[src/rtl/sudoku_pkg.sv]
// Shared board geometry and cell/unit types for the sudoku datapath.
// Used by board_update, board_validator and the address generator.
package sudoku_pkg;
  localparam int GRID_N = 9;

  typedef logic [3:0] cell_t;
  localparam cell_t CELL_EMPTY = 4'd0;

  typedef cell_t [GRID_N-1:0][GRID_N-1:0] grid_t;

  typedef enum logic [1:0] {
    UNIT_ROW = 2'd0,
    UNIT_COL = 2'd1,
    UNIT_BOX = 2'd2
  } unit_kind_t;
endpackage

[src/rtl/cell_addr_gen.sv]
// Combinational map from (unit kind, unit index, cell index) to grid (row, col).
// Boxes are numbered left-to-right, top-to-bottom; cells inside a box likewise.
module cell_addr_gen
  import sudoku_pkg::*;
(
  input  unit_kind_t i_kind,
  input  logic [3:0] i_unit,
  input  logic [3:0] i_cell,
  output logic [3:0] o_row,
  output logic [3:0] o_col
);
  logic [3:0] w_unit_div;
  logic [3:0] w_unit_mod;
  logic [3:0] w_cell_div;
  logic [3:0] w_cell_mod;

  assign w_unit_div = i_unit / 4'd3;
  assign w_unit_mod = i_unit % 4'd3;
  assign w_cell_div = i_cell / 4'd3;
  assign w_cell_mod = i_cell % 4'd3;

  always_comb begin
    o_row = i_unit;
    o_col = i_cell;
    case (i_kind)
      UNIT_COL: begin
        o_row = i_cell;
        o_col = i_unit;
      end
      UNIT_BOX: begin
        o_row = 4'd3 * w_unit_div + w_cell_div;
        o_col = 4'd3 * w_unit_mod + w_cell_mod;
      end
      default: ;
    endcase
  end
endmodule

[src/rtl/board_validator.sv]
// Snapshots the board on start and scans 27 units one cell per clock (244-cycle start-to-done).
// Reports the first conflicting unit, the empty-cell count and a solved flag; start is ignored while busy.
module board_validator
  import sudoku_pkg::*;
(
  input  logic       clock,
  input  logic       reset_n,
  input  logic       start,
  input  grid_t      display_grid,
  output logic       busy,
  output logic       done,
  output logic       solved,
  output logic       conflict,
  output logic [1:0] conflict_kind,
  output logic [3:0] conflict_index,
  output logic [6:0] empty_count
);
  typedef enum logic [1:0] {ST_IDLE, ST_SCAN, ST_DONE} state_t;

  state_t     r_state;
  grid_t      r_snap;
  unit_kind_t r_kind;
  logic [3:0] r_unit;
  logic [3:0] r_cell;
  logic [8:0] r_seen;
  logic [6:0] r_empty_cnt;
  logic       r_busy;
  logic       r_done;
  logic       r_solved;
  logic       r_conflict;
  logic [1:0] r_conflict_kind;
  logic [3:0] r_conflict_index;
  logic [6:0] r_empty_count;

  logic [3:0] w_row;
  logic [3:0] w_col;
  cell_t      w_val;
  logic [8:0] w_digit;
  logic       w_bad;

  cell_addr_gen u_addr (
    .i_kind (r_kind),
    .i_unit (r_unit),
    .i_cell (r_cell),
    .o_row  (w_row),
    .o_col  (w_col)
  );

  assign w_val = r_snap[w_row][w_col];

  // One-hot digit mask; empty and illegal values contribute nothing to the seen set.
  always_comb begin
    w_digit = '0;
    if (w_val != CELL_EMPTY && w_val <= cell_t'(GRID_N))
      w_digit = 9'd1 << (w_val - 4'd1);
  end

  assign w_bad = (w_val > cell_t'(GRID_N)) || ((r_seen & w_digit) != '0);

  always_ff @(posedge clock or negedge reset_n) begin
    if (!reset_n) begin
      r_state          <= ST_IDLE;
      r_snap           <= '0;
      r_kind           <= UNIT_ROW;
      r_unit           <= '0;
      r_cell           <= '0;
      r_seen           <= '0;
      r_empty_cnt      <= '0;
      r_busy           <= 1'b0;
      r_done           <= 1'b0;
      r_solved         <= 1'b0;
      r_conflict       <= 1'b0;
      r_conflict_kind  <= '0;
      r_conflict_index <= '0;
      r_empty_count    <= '0;
    end else begin
      case (r_state)
        ST_IDLE: begin
          r_done <= 1'b0;
          if (start) begin
            r_state          <= ST_SCAN;
            r_busy           <= 1'b1;
            r_snap           <= display_grid;
            r_kind           <= UNIT_ROW;
            r_unit           <= '0;
            r_cell           <= '0;
            r_seen           <= '0;
            r_empty_cnt      <= '0;
            r_solved         <= 1'b0;
            r_conflict       <= 1'b0;
            r_conflict_kind  <= '0;
            r_conflict_index <= '0;
            r_empty_count    <= '0;
          end
        end
        ST_SCAN: begin
          // Every cell appears in exactly one row, so only row passes count empties.
          if (w_val == CELL_EMPTY && r_kind == UNIT_ROW)
            r_empty_cnt <= r_empty_cnt + 7'd1;
          if (w_bad && !r_conflict) begin
            r_conflict       <= 1'b1;
            r_conflict_kind  <= r_kind;
            r_conflict_index <= r_unit;
          end
          if (r_cell == 4'd8) begin
            r_cell <= '0;
            r_seen <= '0;
            if (r_unit == 4'd8) begin
              r_unit <= '0;
              if (r_kind == UNIT_BOX)
                r_state <= ST_DONE;
              else
                r_kind <= unit_kind_t'(r_kind + 2'd1);
            end else begin
              r_unit <= r_unit + 4'd1;
            end
          end else begin
            r_cell <= r_cell + 4'd1;
            r_seen <= r_seen | w_digit;
          end
        end
        ST_DONE: begin
          r_busy        <= 1'b0;
          r_done        <= 1'b1;
          r_empty_count <= r_empty_cnt;
          r_solved      <= !r_conflict && (r_empty_cnt == 7'd0);
          r_state       <= ST_IDLE;
        end
        default: r_state <= ST_IDLE;
      endcase
    end
  end

  assign busy           = r_busy;
  assign done           = r_done;
  assign solved         = r_solved;
  assign conflict       = r_conflict;
  assign conflict_kind  = r_conflict_kind;
  assign conflict_index = r_conflict_index;
  assign empty_count    = r_empty_count;
endmodule

[config.mk]
export PLATFORM = sky130hd
export DESIGN_NAME = board_validator
export DESIGN_NICKNAME = d
export VERILOG_FILES = /design/src/rtl/sudoku_pkg.sv /design/src/rtl/cell_addr_gen.sv /design/src/rtl/board_validator.sv
export SDC_FILE = /design/constraint.sdc
export NUM_CORES = 1
export LEC_CHECK = 0
export BUFFER_PORTS_ARGS = -buffer_cell sky130_fd_sc_hd__buf_2
export CORE_MARGIN = 3
export CORE_UTILIZATION = 50
export CTS_BUF_LIST = sky130_fd_sc_hd__clkbuf_8 sky130_fd_sc_hd__clkbuf_16
export CTS_CLUSTER_DIAMETER = 80
export DETAILED_ROUTE_END_ITERATION = 16
export GPL_TIMING_DRIVEN = 0
export PLACE_DENSITY_LB_ADDON = 0.05
export SYNTH_ARGS = -nofsm -noshare
export SYNTH_HDL_FRONTEND = slang
export SYNTH_SLANG_ARGS = --single-unit
[constraint.sdc]
create_clock -name clock -period 12.6 [get_ports clock]
set_clock_uncertainty 0.1 [all_clocks]
set_input_delay 0.63 -clock clock [delete_from_list [all_inputs] [get_ports clock]]
set_output_delay 0.63 -clock clock [all_outputs]
set_load 0.1 [all_outputs]
==> metrics.md <==
| Metric | Value |
|---|---|
| Synthesized instance count | `2249` |
| GRT Overall Usage | `0.353` |
| Combinational power share | `0.035` |
| Post-synth EDFFs | `0` |
| Largest net degree at the start of global routing | `116` |
| Min Clock Period, post-route | `8.74 ns` |
| Synthesis warning total | `0` |
| FMAX | `114 MHz` |
| Core area | `36000 um2` |
| Setup CP Type | `reg2reg` |
| Worst-path fanout max | `10` |
| Fin. Hold Viols | `0` |
| Total gr overflow | `0` |
| Flop and latch count out of synthesis | `369` |
| Relative slew slack | `0.343` |
| CTS sink count | `369` |
| Synth Cell Area | `18500 um2` |
| Worst vdd ir | `0.0997 mV` |
| Status | `finished, final reports clean` |
| Register area share after synthesis | `0.499` |
| RSZ-0062 raised after global routing | `no` |
| Mapped Nets | `2603` |
| CP max stage cell | `o31ai_1` |
| CTS Buf Count | `41` |
| Rows | `69` |
| CP Capture Type | `register` |
| CTS HTree Levels | `2` |
| Die width | `198 um` |
| Via density | `5.70` |
| Chip Height | `198 um` |
| Family with the most delay on the worst path | `compound AO/OA/AOI/OAI gates` |
| Slew Viols, Final | `0` |
| Drc violations | `0` |
| P_sw | `0.564 mW` |
| Layout area overhead | `20.4%` |
| DP HPWL | `52700 um` |
| Final Util | `0.619` |
| Clock transition at path regs | `0.06 ns` |
| N_diodes | `0` |
| Final worst-path cycle share | `0.694` |
| Initial antenna violation count | `1` |
| First-pass GRT wire length | `104000 um` |
| Nets | `2993` |
| Cell Pwr Density | `112 nW/um2` |
| Async SR Flop Fraction | `1.00` |
| Worst Hold Class | `in2reg` |
| Static leakage power | `11.8 nW` |
| Routability Congestion | `0.965` |
| Die area | `39400 um2` |
| Clk Latency, worst-skew pair | `0.55 ns` |
| Vias in the first global route | `17800` |
| Worst-case clock buffer depth | `3` |
| Ratio of cells with drive above 1 in the final layout | `0.182` |
| TNS Setup | `0 ns` |
| Final setup violation count | `0` |
| TritonCTS clock tree | `yes` |
| CP Buf/Inv Count | `6` |
| Main synth FF type | `dfrtp_1` |
| Switching share of power | `0.225` |
| Syn_area_per_cell | `8.23 um2` |
| Drt first pass iters | `6` |
| I/O Pins | `344` |
| Post-CTS Setup Bufs | `0` |
| Total of max-cap violations | `0` |
| Routed vias | `17900` |
| Most used cell along the critical path | `ha_1` |
| DR iter-0 viols | `1665` |
| Routed wire length | `70300 um` |
| Clk pwr share | `0.492` |
| IO buf count | `343` |
| CP arrival | `9.11 ns` |
| Flop pwr share | `0.473` |
| Antenna viol nets, final | `0` |
| Int Pwr | `1.94 mW` |
| Slew @ Worst Pin | `0.978 ns` |
| Routed length per placed instance | `22.4 um` |
| Worst Path Required | `12.97 ns` |
| Crit start category | `register` |
| Slowest Stage Delay on Critical Path | `0.92 ns` |
| CTS root buf | `clkbuf_16` |
| Initial core utilization | `0.514` |
| Distinct cells, synth | `82` |
[routing by layer]
metal | vias up | GRT usage | part of all wire
met3 | 193 | 0.0774 | 0.097
li1 | 8131 | - | -
met5 | - | 0 | 0.00011
met2 | 943 | 0.569 | 0.46
met4 | 2 | 0.148 | 0.046
met1 | 8591 | 0.466 | 0.40
[synthesized netlist by cell type (4+ instances only)]
library cell,n,area [um2]
nand4_1,8,50.1
a21o_1,7,52.6
a32oi_1,13,114
mux4_2,12,270
or3_1,5,31.3
buf_2,30,150
o211a_1,5,50.1
and3_1,4,25.0
fa_1,6,120
xnor2_1,6,52.6
buf_4,6,45.0
a31oi_1,14,87.6
nand2_1,1164,4370
a221oi_1,15,131
a2111oi_0,5,43.8
inv_1,37,139
nor2_1,46,173
a22o_1,7,61.3
clkbuf_1,92,345
o22ai_1,6,37.5
mux2i_1,73,731
nor3_1,11,55.1
and2_1,15,93.8
a22oi_1,13,97.6
nor2b_1,10,62.6
buf_1,5,18.8
dfrtp_1,369,9230
ha_1,21,263
o211ai_1,8,60.1
o21ai_0,50,250
a211oi_1,13,97.6
nand2b_1,7,43.8
a31o_2,5,43.8
nand3_1,47,235
a21oi_1,55,275
[sequential cells by signal, indices dropped and copies added, names as in the netlist]
signal,count
empty_count,7
r_snap,324
solved,1
r_cell,4
busy,1
done,1
conflict,1
conflict_kind,2
r_empty_cnt,7
r_unit,4
r_state,2
r_seen,9
conflict_index,4
r_kind,2
[worst min-delay path, stage by stage]
cell and delay [ns]:
buf_2 0.07, nand2_1 0.04, nand2_1 0.04
[final timing paths]
path | startpoint | endpoint | slack (ns) | cells after the start
setup / recovery | r_unit[3] | r_empty_cnt[4] | 3.86 | 26
hold reg to reg | r_snap[60] | r_snap[60] | 0.37 | 2
max in group asynchronous | reset_n | r_snap[88] | 10.50 | 4
setup reg to reg | r_unit[3] | r_empty_cnt[4] | 3.86 | 26
hold / removal | display_grid[264] | r_snap[264] | 0.17 | 3
min in group asynchronous | reset_n | r_snap[221] | 0.57 | 2
[repair_timing]
item                                   CTS  global route
endpoints found under the hold margin    4             0
resized for setup                        0             0
hold buffers                             1             0
[power groups by stage]
stage / clock [mW] / sequential, mW / combinational (mW)
after detailed placement: 0 / 1.21 / 0.0874
after CTS: 1.24 / 1.18 / 0.0882
final: 1.23 / 1.18 / 0.0874
after global routing: 1.29 / 1.18 / 0.0959
after floorplan: 0 / 1.21 / 0.00115
after global placement: 0 / 1.21 / 0.0839
[layout make-up]
cell class,instances,area (um2)
Inverter,38,143
Timing Repair Buffer,347,1820
Multi-Input combinational cell,1707,8540
Clock buffer,50,1160
Clock inverter,25,220
Buffer,135,582
Tap cell,461,577
Fill cell,3333,13700
Sequential cell,369,9230
[cell families after synthesis]
kind of cell / share of synthesized area
AO/OA/AOI/OAI: 0.0970
XOR/XNOR: 0.00331
adder cells (fa/ha/maj): 0.0207
buffers and inverters: 0.0392
flip-flops: 0.499
multiplexers: 0.0541
AND/OR/NAND/NOR: 0.287
[metrics by stage]
step	cells	hold WS [ns]	total power [mW]	setup WS (ns)	area (um2)
6_report	3132	0.168	2.51	3.86	22300
5_1_grt	3132	0.165	2.57	3.53	22300
4_1_cts	3132	0.160	2.52	4.04	22300
3_5_place_dp	3056	0.355	1.29	4.10	20900
3_3_place_gp	3053	0.353	1.29	3.52	20800
2_1_floorplan	2249	0.234	1.21	5.90	18500
[placed cells by master, fill, tap and decap left out, types with 8 or more instances in the layout]
cell	Yosys	layout
nand2_1	1164	1164
buf_2	30	372
dfrtp_1	369	369
clkbuf_1	92	92
mux2i_1	73	73
a21oi_1	55	55
o21ai_0	50	50
nand3_1	47	47
nor2_1	46	46
inv_1	37	45
clkbuf_16	0	42
ha_1	21	21
and2_1	15	15
a221oi_1	15	15
a31oi_1	14	14
a211oi_1	13	13
a22oi_1	13	13
a32oi_1	13	13
mux4_2	12	12
nor3_1	11	11
nor2b_1	10	10
o211ai_1	8	8
nand4_1	8	8
clkbuf_8	0	8
Note: power is estimated with default switching activity, not from simulation.
